$ cat config.mk
export PLATFORM = sky130hd
export DESIGN_NAME = sda_result_buffer
export DESIGN_NICKNAME = d
export VERILOG_FILES = /design/src/rtl/sda_pkg.sv /design/src/rtl/sda_fifo_mem.sv /design/src/rtl/sda_result_buffer.sv
export SDC_FILE = /design/constraint.sdc
export NUM_CORES = 1
export LEC_CHECK = 0
export CAP_MARGIN = 20
export CORE_UTILIZATION = 54
export CTS_CLUSTER_SIZE = 40
export DETAILED_ROUTE_END_ITERATION = 7
export GPL_TIMING_DRIVEN = 0
export PLACE_DENSITY = 0.89
export SKIP_LAST_GASP = 1
export SLEW_MARGIN = 20
export SYNTH_ARGS = -nofsm -noshare
export SYNTH_HDL_FRONTEND = slang
export SYNTH_SLANG_ARGS = --single-unit
$ cat constraint.sdc
create_clock -name clk -period 2.44 [get_ports clk]
set_clock_uncertainty 0.05 [all_clocks]
set_input_delay 0.488 -clock clk [delete_from_list [all_inputs] [get_ports clk]]
set_output_delay 0.488 -clock clk [all_outputs]
set_load 0.005 [all_outputs]
$ cat src/rtl/sda_pkg.sv
// sda_pkg: shared definitions for the six_digit_adder result path.
//   SDA_WIDTH            default operand/sum width of six_digit_adder
//   ENT_*                field offsets of a buffered result entry
//   sda_ovf()            signed-overflow detect from operand/result sign bits
package sda_pkg;

    localparam int SDA_WIDTH   = 6;

    // Entry layout: {ovf, cout, sum[WIDTH-1:0]}
    localparam int ENT_SUM_LSB = 0;
    localparam int ENT_COUT    = SDA_WIDTH;
    localparam int ENT_OVF     = SDA_WIDTH + 1;
    localparam int ENT_W       = SDA_WIDTH + 2;

    // Two's-complement add overflows only when both operands share a sign
    // and the result sign differs from it.
    function automatic logic sda_ovf(input logic a_msb, input logic b_msb,
                                     input logic sum_msb);
        return (a_msb == b_msb) && (sum_msb != a_msb);
    endfunction

endpackage

$ cat src/rtl/sda_fifo_mem.sv
// sda_fifo_mem: DEPTH x ENT_W register array, cleared on reset.
//   clk, rst_n   clock, asynchronous active-low reset (clears all entries)
//   wr_en        write wr_data at wr_addr on the rising edge
//   rd_addr      asynchronous read address; rd_data follows combinationally
module sda_fifo_mem #(
    parameter int DEPTH = 4,
    parameter int ENT_W = 8,
    parameter int AW    = $clog2(DEPTH)
) (
    input  logic             clk,
    input  logic             rst_n,
    input  logic             wr_en,
    input  logic [AW-1:0]    wr_addr,
    input  logic [ENT_W-1:0] wr_data,
    input  logic [AW-1:0]    rd_addr,
    output logic [ENT_W-1:0] rd_data
);

    logic [ENT_W-1:0] mem [DEPTH];

    always_ff @(posedge clk or negedge rst_n) begin
        if (!rst_n) begin
            for (int unsigned i = 0; i < DEPTH; i++) begin
                mem[i] <= '0;
            end
        end else if (wr_en) begin
            mem[wr_addr] <= wr_data;
        end
    end

    assign rd_data = mem[rd_addr];

endmodule

$ cat src/rtl/sda_result_buffer.sv
// sda_result_buffer: captures six_digit_adder results into a small FIFO,
// tagging each with a signed-overflow flag and counting overflow events.
//   in_valid/in_ready    upstream handshake; in_a_msb/in_b_msb operand signs,
//                        in_sum/in_cout adder result
//   out_valid/out_ready  downstream handshake; out_sum/out_cout/out_ovf head entry
//   ovf_count            saturating count of accepted overflowed results
//   level                occupancy 0..DEPTH
module sda_result_buffer
    import sda_pkg::*;
#(
    parameter int WIDTH = SDA_WIDTH,
    parameter int DEPTH = 4,
    parameter int CNT_W = 8
) (
    input  logic                     clk,
    input  logic                     rst_n,
    input  logic                     in_valid,
    output logic                     in_ready,
    input  logic                     in_a_msb,
    input  logic                     in_b_msb,
    input  logic [WIDTH-1:0]         in_sum,
    input  logic                     in_cout,
    output logic                     out_valid,
    input  logic                     out_ready,
    output logic [WIDTH-1:0]         out_sum,
    output logic                     out_cout,
    output logic                     out_ovf,
    output logic [CNT_W-1:0]         ovf_count,
    output logic [$clog2(DEPTH):0]   level
);

    localparam int AW = $clog2(DEPTH);
    localparam int LW = AW + 1;
    // Entry offsets follow the package layout but track this instance's WIDTH.
    localparam int EN_COUT = WIDTH;
    localparam int EN_OVF  = WIDTH + 1;
    localparam int EN_W    = WIDTH + 2;
    localparam logic [LW-1:0] FULL = LW'(DEPTH);

    logic [AW-1:0]   wr_ptr;
    logic [AW-1:0]   rd_ptr;
    logic [LW-1:0]   lvl;
    logic            push;
    logic            pop;
    logic            ovf;
    logic [EN_W-1:0] wr_ent;
    logic [EN_W-1:0] rd_ent;

    assign in_ready  = (lvl != FULL);
    assign out_valid = (lvl != '0);
    assign push      = in_valid && in_ready;
    assign pop       = out_valid && out_ready;
    assign ovf       = sda_ovf(in_a_msb, in_b_msb, in_sum[WIDTH-1]);
    assign wr_ent    = {ovf, in_cout, in_sum};

    always_ff @(posedge clk or negedge rst_n) begin
        if (!rst_n) begin
            wr_ptr    <= '0;
            rd_ptr    <= '0;
            lvl       <= '0;
            ovf_count <= '0;
        end else begin
            if (push) begin
                wr_ptr <= wr_ptr + 1'b1;
            end
            if (pop) begin
                rd_ptr <= rd_ptr + 1'b1;
            end
            if (push && !pop) begin
                lvl <= lvl + 1'b1;
            end else if (pop && !push) begin
                lvl <= lvl - 1'b1;
            end
            if (push && ovf && (ovf_count != '1)) begin
                ovf_count <= ovf_count + 1'b1;
            end
        end
    end

    sda_fifo_mem #(
        .DEPTH (DEPTH),
        .ENT_W (EN_W),
        .AW    (AW)
    ) u_mem (
        .clk     (clk),
        .rst_n   (rst_n),
        .wr_en   (push),
        .wr_addr (wr_ptr),
        .wr_data (wr_ent),
        .rd_addr (rd_ptr),
        .rd_data (rd_ent)
    );

    assign out_sum  = rd_ent[WIDTH-1:ENT_SUM_LSB];
    assign out_cout = rd_ent[EN_COUT];
    assign out_ovf  = rd_ent[EN_OVF];
    assign level    = lvl;

endmodule

==> summary.md <==
| Metric | Value |
|---|---|
| Cell depth of the worst flop-to-flop path | `7` |
| CP Launch Type | `register` |
| Drt first pass iters | `4` |
| Power Density | `1310 nW/um2` |
| # setup viols final | `0` |
| XOR/XNOR Fraction of Synth Area | `0.0331` |
| Final GP Congestion | `0.707` |
| Clock transition at path regs | `0.08 ns` |
| Status | `completed` |
| CP Max Fanout | `10` |
| Worst setup EP type | `register` |
| Post-synth top area share | `0.494` |
| Slew Limit Fails | `0` |
| Count leader, synth | `dfrtp_1` |
| TritonCTS clock tree | `done` |
| Syn Inst Count | `151` |
| Cell taking the most area after synthesis | `dfrtp_1` |
| Area of the multi-input gates | `1160 um2` |
| Antenna diodes | `0` |
| Starting Density | `0.579` |
| DR vias | `1,351` |
| Synth unique cells | `31` |
| Fraction of registers with async set/reset | `1.00` |
| Layout Nets | `211` |
| Root Buffer | `clkbuf_8` |
| Tot GR Track Use | `0.227` |
| Vias in the first global route | `1,489` |
| Worst Max-Slew Pin Slew | `0.566 ns` |
| Final instance area | `2900 um2` |
| Flops & latches, synth | `47` |
| Most common library cells after synthesis | `dfrtp_1, mux2_4, mux4_2` |
| Detailed Route Iter0 Violations | `52` |
| Top FF cell, synth | `dfrtp_1` |
| Post-synthesis mux area share | `0.301` |
| Final period util | `0.966` |
| Sequential-to-total area share from yosys stat | `0.494` |
| Num CTS Buffers | `5` |
| Pre-CTS setup slack | `-0.107 ns` |
| FP Rows | `23` |
| Die area | `4680 um2` |
| Crit path DAT | `2.49 ns` |
| Initial antenna violation count | `0` |
| Max Buffers Root-to-Sink | `2` |
| Most area-consuming cells after synthesis | `dfrtp_1, mux2_4, mux4_2` |
| DR vias/cell | `5.58` |
| Synth warn | `0` |
| Critical Path Source | `level[1]` |
| First-pass GRT wire length | `7.20 mm` |
| DRT antenna net count | `0` |
| Worst r2r src | `level[1]` |
| R2R setup slack | `0.08 ns` |
| Worst slew margin | `0.623` |
| Post-synth EDFFs | `0` |
| Final setup TNS | `0 ns` |
| H-tree depth | `2` |
| Min Tclk post-route | `2.36 ns` |
| Post-Synth Adder-Cell Area | `0.0399` |
| RSZ-0062 raised after global routing | `false` |
| DP HPWL | `3.14 mm` |
| Ports | `34` |
| Overall die width | `68.4 um` |
| Net Count, Synth | `171` |
| Fill cells | `263` |
| Synthesis-to-finish area growth | `21.7%` |
| Worst setup path endpoint | `level[1]` |
| Final hold viol count | `0` |
| Largest family of logic cells by synthesized area | `multiplexers` |
| Height of the die | `68.4 um` |
| Total wire length | `4.37 mm` |
| Clk Latency, worst-skew pair | `0.30 ns` |
| Simple logic cell fraction of the synthesized area | `0.0951` |
| Max Fclk | `0.424 GHz` |
| Clock Sinks | `47` |
| Share of cells above drive strength 1 | `0.339` |
| Dpl cell area | `2800 um2` |
| IO Port Bufs | `33` |
| Total gr overflow | `0` |
| Syn Area/Cell | `15.8 um2` |
| Setup ws final | `0.0841 ns` |
| Core ar. | `4120 um2` |
| Postcts setup bufs | `0` |
| Post-synthesis compound-gate area fraction | `0.0189` |
| Worst EP required | `2.57 ns` |
| Max_cap viols | `0` |
| Leak | `0.00132 uW` |
| Largest net degree at the start of global routing | `25` |
| FF/Latch Area | `1180 um2` |
| # DRC | `0` |
| Mapped Area | `2380 um2` |
| Crit path kind | `register to register` |
| Tightest Hold Check Type | `primary input to asynchronous set/reset pin` |
| R2R Path End | `level[1]` |
| Routed len/inst | `18.0 um` |
| VDD IR max | `0.684 mV` |
## kinds of logic after synthesis
| family | after synthesis |
|---|---|
| XOR/XNOR | 9 |
| buffers and inverters | 7 |
| AND/OR/NAND/NOR | 30 |
| adder cells (fa/ha/maj) | 7 |
| AO/OA/AOI/OAI | 6 |
| multiplexers | 45 |
| flip-flops | 47 |
## through the flow
step / utilization / total power (uW) / cells / hold WS, ns
after floorplan: - / 2610 / 151 / 0.142
after global placement: 0.674 / 3200 / 234 / 0.437
after detailed placement: 0.680 / 3320 / 235 / 0.439
after CTS: 0.704 / 3840 / 242 / 0.134
after global routing: 0.705 / 4050 / 242 / 0.144
final: 0.705 / 3810 / 242 / 0.120
## cell type report
| cell class | count | share of cell area |
|---|---|---|
| multi-input cells | 97 | 0.401 |
| clock buffers | 8 | 0.0345 |
| inverters | 4 | 0.00518 |
| plain buffers | 2 | 0.0108 |
| well taps | 50 | 0.0216 |
| flip-flops and latches | 47 | 0.406 |
| repair buffers | 34 | 0.122 |
## layer usage
metal  global-route usage  vias up  wire length (um)
met5                    0        -                 0
met1                0.267      686              1860
met3               0.0750        6               206
met4               0.0703        0                59
met2                0.388       38              2230
li1                     -      621                 -
## critical path, stage by stage (launching register included)
cell,delay (ns)
dfrtp_1,0.44
or3b_4,0.43
and2_4,0.18
buf_12,0.15
ha_1,0.23
inv_1,0.08
fa_1,0.42
mux2_2,0.27
## sequential cells by signal, summed over array words and instances, names as in the netlist
signal	cells
u_mem.mem	32
ovf_count	8
level	3
wr_ptr	2
rd_ptr	2
## how the worst min path moves through the flow
| stage | start | to | slack [ns] | cells after the start |
|---|---|---|---|---|
| floorplan | rst_n | level[0] | 0.14 | 0 |
| global placement | u_mem.mem[12] | u_mem.mem[12] | 0.44 | 1 |
| detailed placement | u_mem.mem[13] | u_mem.mem[13] | 0.44 | 1 |
| CTS | rst_n | u_mem.mem[30] | 0.13 | 1 |
| global route | rst_n | u_mem.mem[30] | 0.14 | 1 |
| finish | rst_n | u_mem.mem[30] | 0.12 | 1 |
## power breakdown
part	internal (uW)	leakage [uW]	switching, uW
combinational	1240	0.000701	614
sequential	1150	0.000566	296
clock	259	0.0000515	247
total	2650	0.00132	1160
## repair_timing
| item | 4_1_cts | 5_1_grt |
|---|---|---|
| hold buffers | 0 | 0 |
| gates resized for setup | 1 | 1 |
| endpoints found under the setup margin | 8 | 7 |
| pin swaps | 0 | 0 |
## cells in the final DEF, fill, tap and decap left out, types with 2 or more instances in the layout
cell             instances
clkbuf_8                 7
clkdlybuf4s50_1         32
dfrtp_1                 47
ha_1                     6
inv_1                    4
mux2_2                   5
mux2_4                  32
mux4_2                   8
nand2_1                  6
nand2_8                  4
nand3_1                  3
nor2_1                   5
nor3_1                   2
nor4_1                   2
o21ai_0                  2
xnor2_1                  5
xor2_1                   4
(Power assumes the default switching activity.)
==> patch, RTL diff (config.mk and constraints unchanged) <==
Make the reset (`rst_n`) synchronous in 2 clocked blocks. Comments in the files are not updated.
--- a/src/rtl/sda_fifo_mem.sv
+++ b/src/rtl/sda_fifo_mem.sv
@@ -18,7 +18,7 @@
 
     logic [ENT_W-1:0] mem [DEPTH];
 
-    always_ff @(posedge clk or negedge rst_n) begin
+    always_ff @(posedge clk) begin
         if (!rst_n) begin
             for (int unsigned i = 0; i < DEPTH; i++) begin
                 mem[i] <= '0;
--- a/src/rtl/sda_result_buffer.sv
+++ b/src/rtl/sda_result_buffer.sv
@@ -53,7 +53,7 @@
     assign ovf       = sda_ovf(in_a_msb, in_b_msb, in_sum[WIDTH-1]);
     assign wr_ent    = {ovf, in_cout, in_sum};
 
-    always_ff @(posedge clk or negedge rst_n) begin
+    always_ff @(posedge clk) begin
         if (!rst_n) begin
             wr_ptr    <= '0;
             rd_ptr    <= '0;
Function: differs if rst_n is asserted again (counterexample within 4 cycles, from zero or initial values and one cycle with rst_n low); with rst_n held inactive, the same outputs for 10 cycles.
==> patch against the original RTL <==
Synthesized area is 6.8% lower; non-clock buffer count rose by 2; maximum frequency barely moved; global-route usage up 0.89 points; register-to-register slack gained 140 ps; cell count rose by 7.9%; final area shrank 6.0%; setup slack better by 0.56 ps; sequential cell count grew 2; wire length rose by 3.1%; critical path type is now reg -> out; critical endpoint is now out_sum[1].
Power is not compared: it rests on default switching activity, and its combinational part moved more than twofold at a synthesized area within 25%.
==> patch: results (changes against the original RTL) <==
<table>
<tr><th>Metric</th><th>Value</th></tr>
<tr><th colspan="2">Detailed routing</th></tr>
<tr><td>Post-detailed-routing wire length</td><td>4.50 mm (was 4.37 mm)</td></tr>
<tr><td>First-iteration detailed-routing DRC count</td><td>131 (was 52)</td></tr>
<tr><td>Average detailed-routed wire length per instance</td><td>17.2 um (was 18.0 um)</td></tr>
<tr><th colspan="2">Synth</th></tr>
<tr><td>Synthesized area per cell</td><td>12.8 um^2 (was 15.8 um^2)</td></tr>
<tr><td>Synthesized netlist net count</td><td>190 (was 171)</td></tr>
<tr><td>Post-synth EDFFs</td><td>32 (was 0)</td></tr>
<tr><td>Share of synthesized registers carrying an async set or reset</td><td>0 (was 1.00)</td></tr>
<tr><td>Largest cells by area after synthesis</td><td>edfxtp_1, dfxtp_1, mux4_2, and2_1, xor2_1 (was dfrtp_1, mux2_4, mux4_2, nand2_8, ha_1)</td></tr>
<tr><td>Count of state elements after synthesis</td><td>49 (was 47)</td></tr>
<tr><td>Number of library cell types mapped by synthesis</td><td>37 (was 31)</td></tr>
<tr><td>Share of the yosys chip area belonging to registers</td><td>0.586 (was 0.494)</td></tr>
<tr><td>Commonest cells in the synthesized netlist</td><td>edfxtp_1, and2_1, dfxtp_1, nor2_1 (was dfrtp_1, mux2_4, mux4_2, ha_1, nand2_1)</td></tr>
<tr><th colspan="2">Timing</th></tr>
<tr><td>Worst slew pin tran</td><td>840 ps (was 566 ps)</td></tr>
<tr><th colspan="2">Setup path</th></tr>
<tr><td>Family with the most delay on the worst path</td><td>buffers and inverters (was adder cells)</td></tr>
<tr><td>Endpoint class of the critical path</td><td>output port (was flop)</td></tr>
<tr><th colspan="2">Finish</th></tr>
<tr><td>Final core area utilization</td><td>0.717 (was 0.705)</td></tr>
<tr><td>Multi-input combinational cell area</td><td>873 um^2 (was 1160 um^2)</td></tr>
<tr><td># fillers</td><td>295 (was 263)</td></tr>
<tr><td>Layout clock buffer count</td><td>5 (was 8)</td></tr>
<tr><td>Layout multi-input combinational cell count</td><td>113 (was 97)</td></tr>
<tr><th colspan="2">Clock network</th></tr>
<tr><td>CTS resizes</td><td>3 (was 1)</td></tr>
<tr><th colspan="2">Placed design</th></tr>
<tr><td>Placed wire-length estimate</td><td>3.14 mm (about the same)</td></tr>
<tr><td>Final RePlAce weighted congestion</td><td>0.810 (was 0.707)</td></tr>
<tr><td>Standard cell area after detailed placement</td><td>2600 um^2 (was 2800 um^2)</td></tr>
<tr><td>Worst Setup Slack post-DPL</td><td>-411 ps (was -107 ps)</td></tr>
<tr><th colspan="2">Global route</th></tr>
<tr><td>Number of global-route vias before repair</td><td>1553 (was 1489)</td></tr>
<tr><td>Largest net degree at the start of global routing</td><td>17 (was 25)</td></tr>
<tr><th colspan="2">Hold path</th></tr>
<tr><td>HP Class</td><td>reg -&gt; reg (was in -&gt; async)</td></tr>
<tr><th colspan="2">Status</th></tr>
<tr><td>Status</td><td>complete, no violations (unchanged)</td></tr>
</table>
==> patch: final timing paths <==
path                                   start           end  slack, ps  depth (start not counted)
worst max-delay path                    flop    out_sum[1]         80                          3
worst min-delay path            ovf_count[3]  ovf_count[3]        480                          2
worst max register to register      level[0]      level[2]        220                          8
worst min register to register  ovf_count[3]  ovf_count[3]        480                          2
==> patch: through the flow <==
step | total power [mW] | hold WS (ps)
after floorplan | 1.48 | 435
after global placement | 1.75 | 449
after detailed placement | 1.79 | 466
after CTS | 2.38 | 478
after global routing | 2.49 | 502
final | 2.36 | 480
==> patch: power breakdown <==
| part | internal [mW] | total [mW] | switching (mW) |
|---|---|---|---|
| clock network | 0.307 | 0.582 | 0.275 |
| logic | 0.409 | 0.712 | 0.303 |
| registers | 0.997 | 1.07 | 0.0711 |
==> patch: worst reg2reg max path, stage by stage (launching register included) <==
cell and delay, ps:
dfxtp_1 370, or3_1 410, nand2_1 130, ha_1 190, inv_1 60, fa_1 370
xor2_1 150, or3_1 300, a21oi_1 140
==> patch: logic make-up (layout without fill, tap and decap cells) <==
| group | count (synthesis) | after routing | share of synthesized area |
|---|---|---|---|
| adder cells (fa/ha/maj) | 3 | 3 | 0.0203 |
| flip-flops | 49 | 49 | 0.586 |
| buffers and inverters | 12 | 51 | 0.0248 |
| multiplexers | 10 | 10 | 0.0902 |
| XOR/XNOR | 6 | 6 | 0.0237 |
| AO/OA/AOI/OAI | 21 | 21 | 0.0581 |
| AND/OR/NAND/NOR | 73 | 73 | 0.197 |
==> patch: layer usage <==
| layer | part of all wire | track usage | up-vias |
|---|---|---|---|
| met3 | 0.053 | 0.0466 | 8 |
| met4 | 0.016 | 0.0904 | 0 |
| li1 | - | - | 711 |
| met5 | 0 | 0 | - |
| met2 | 0.55 | 0.430 | 50 |
| met1 | 0.38 | 0.269 | 732 |
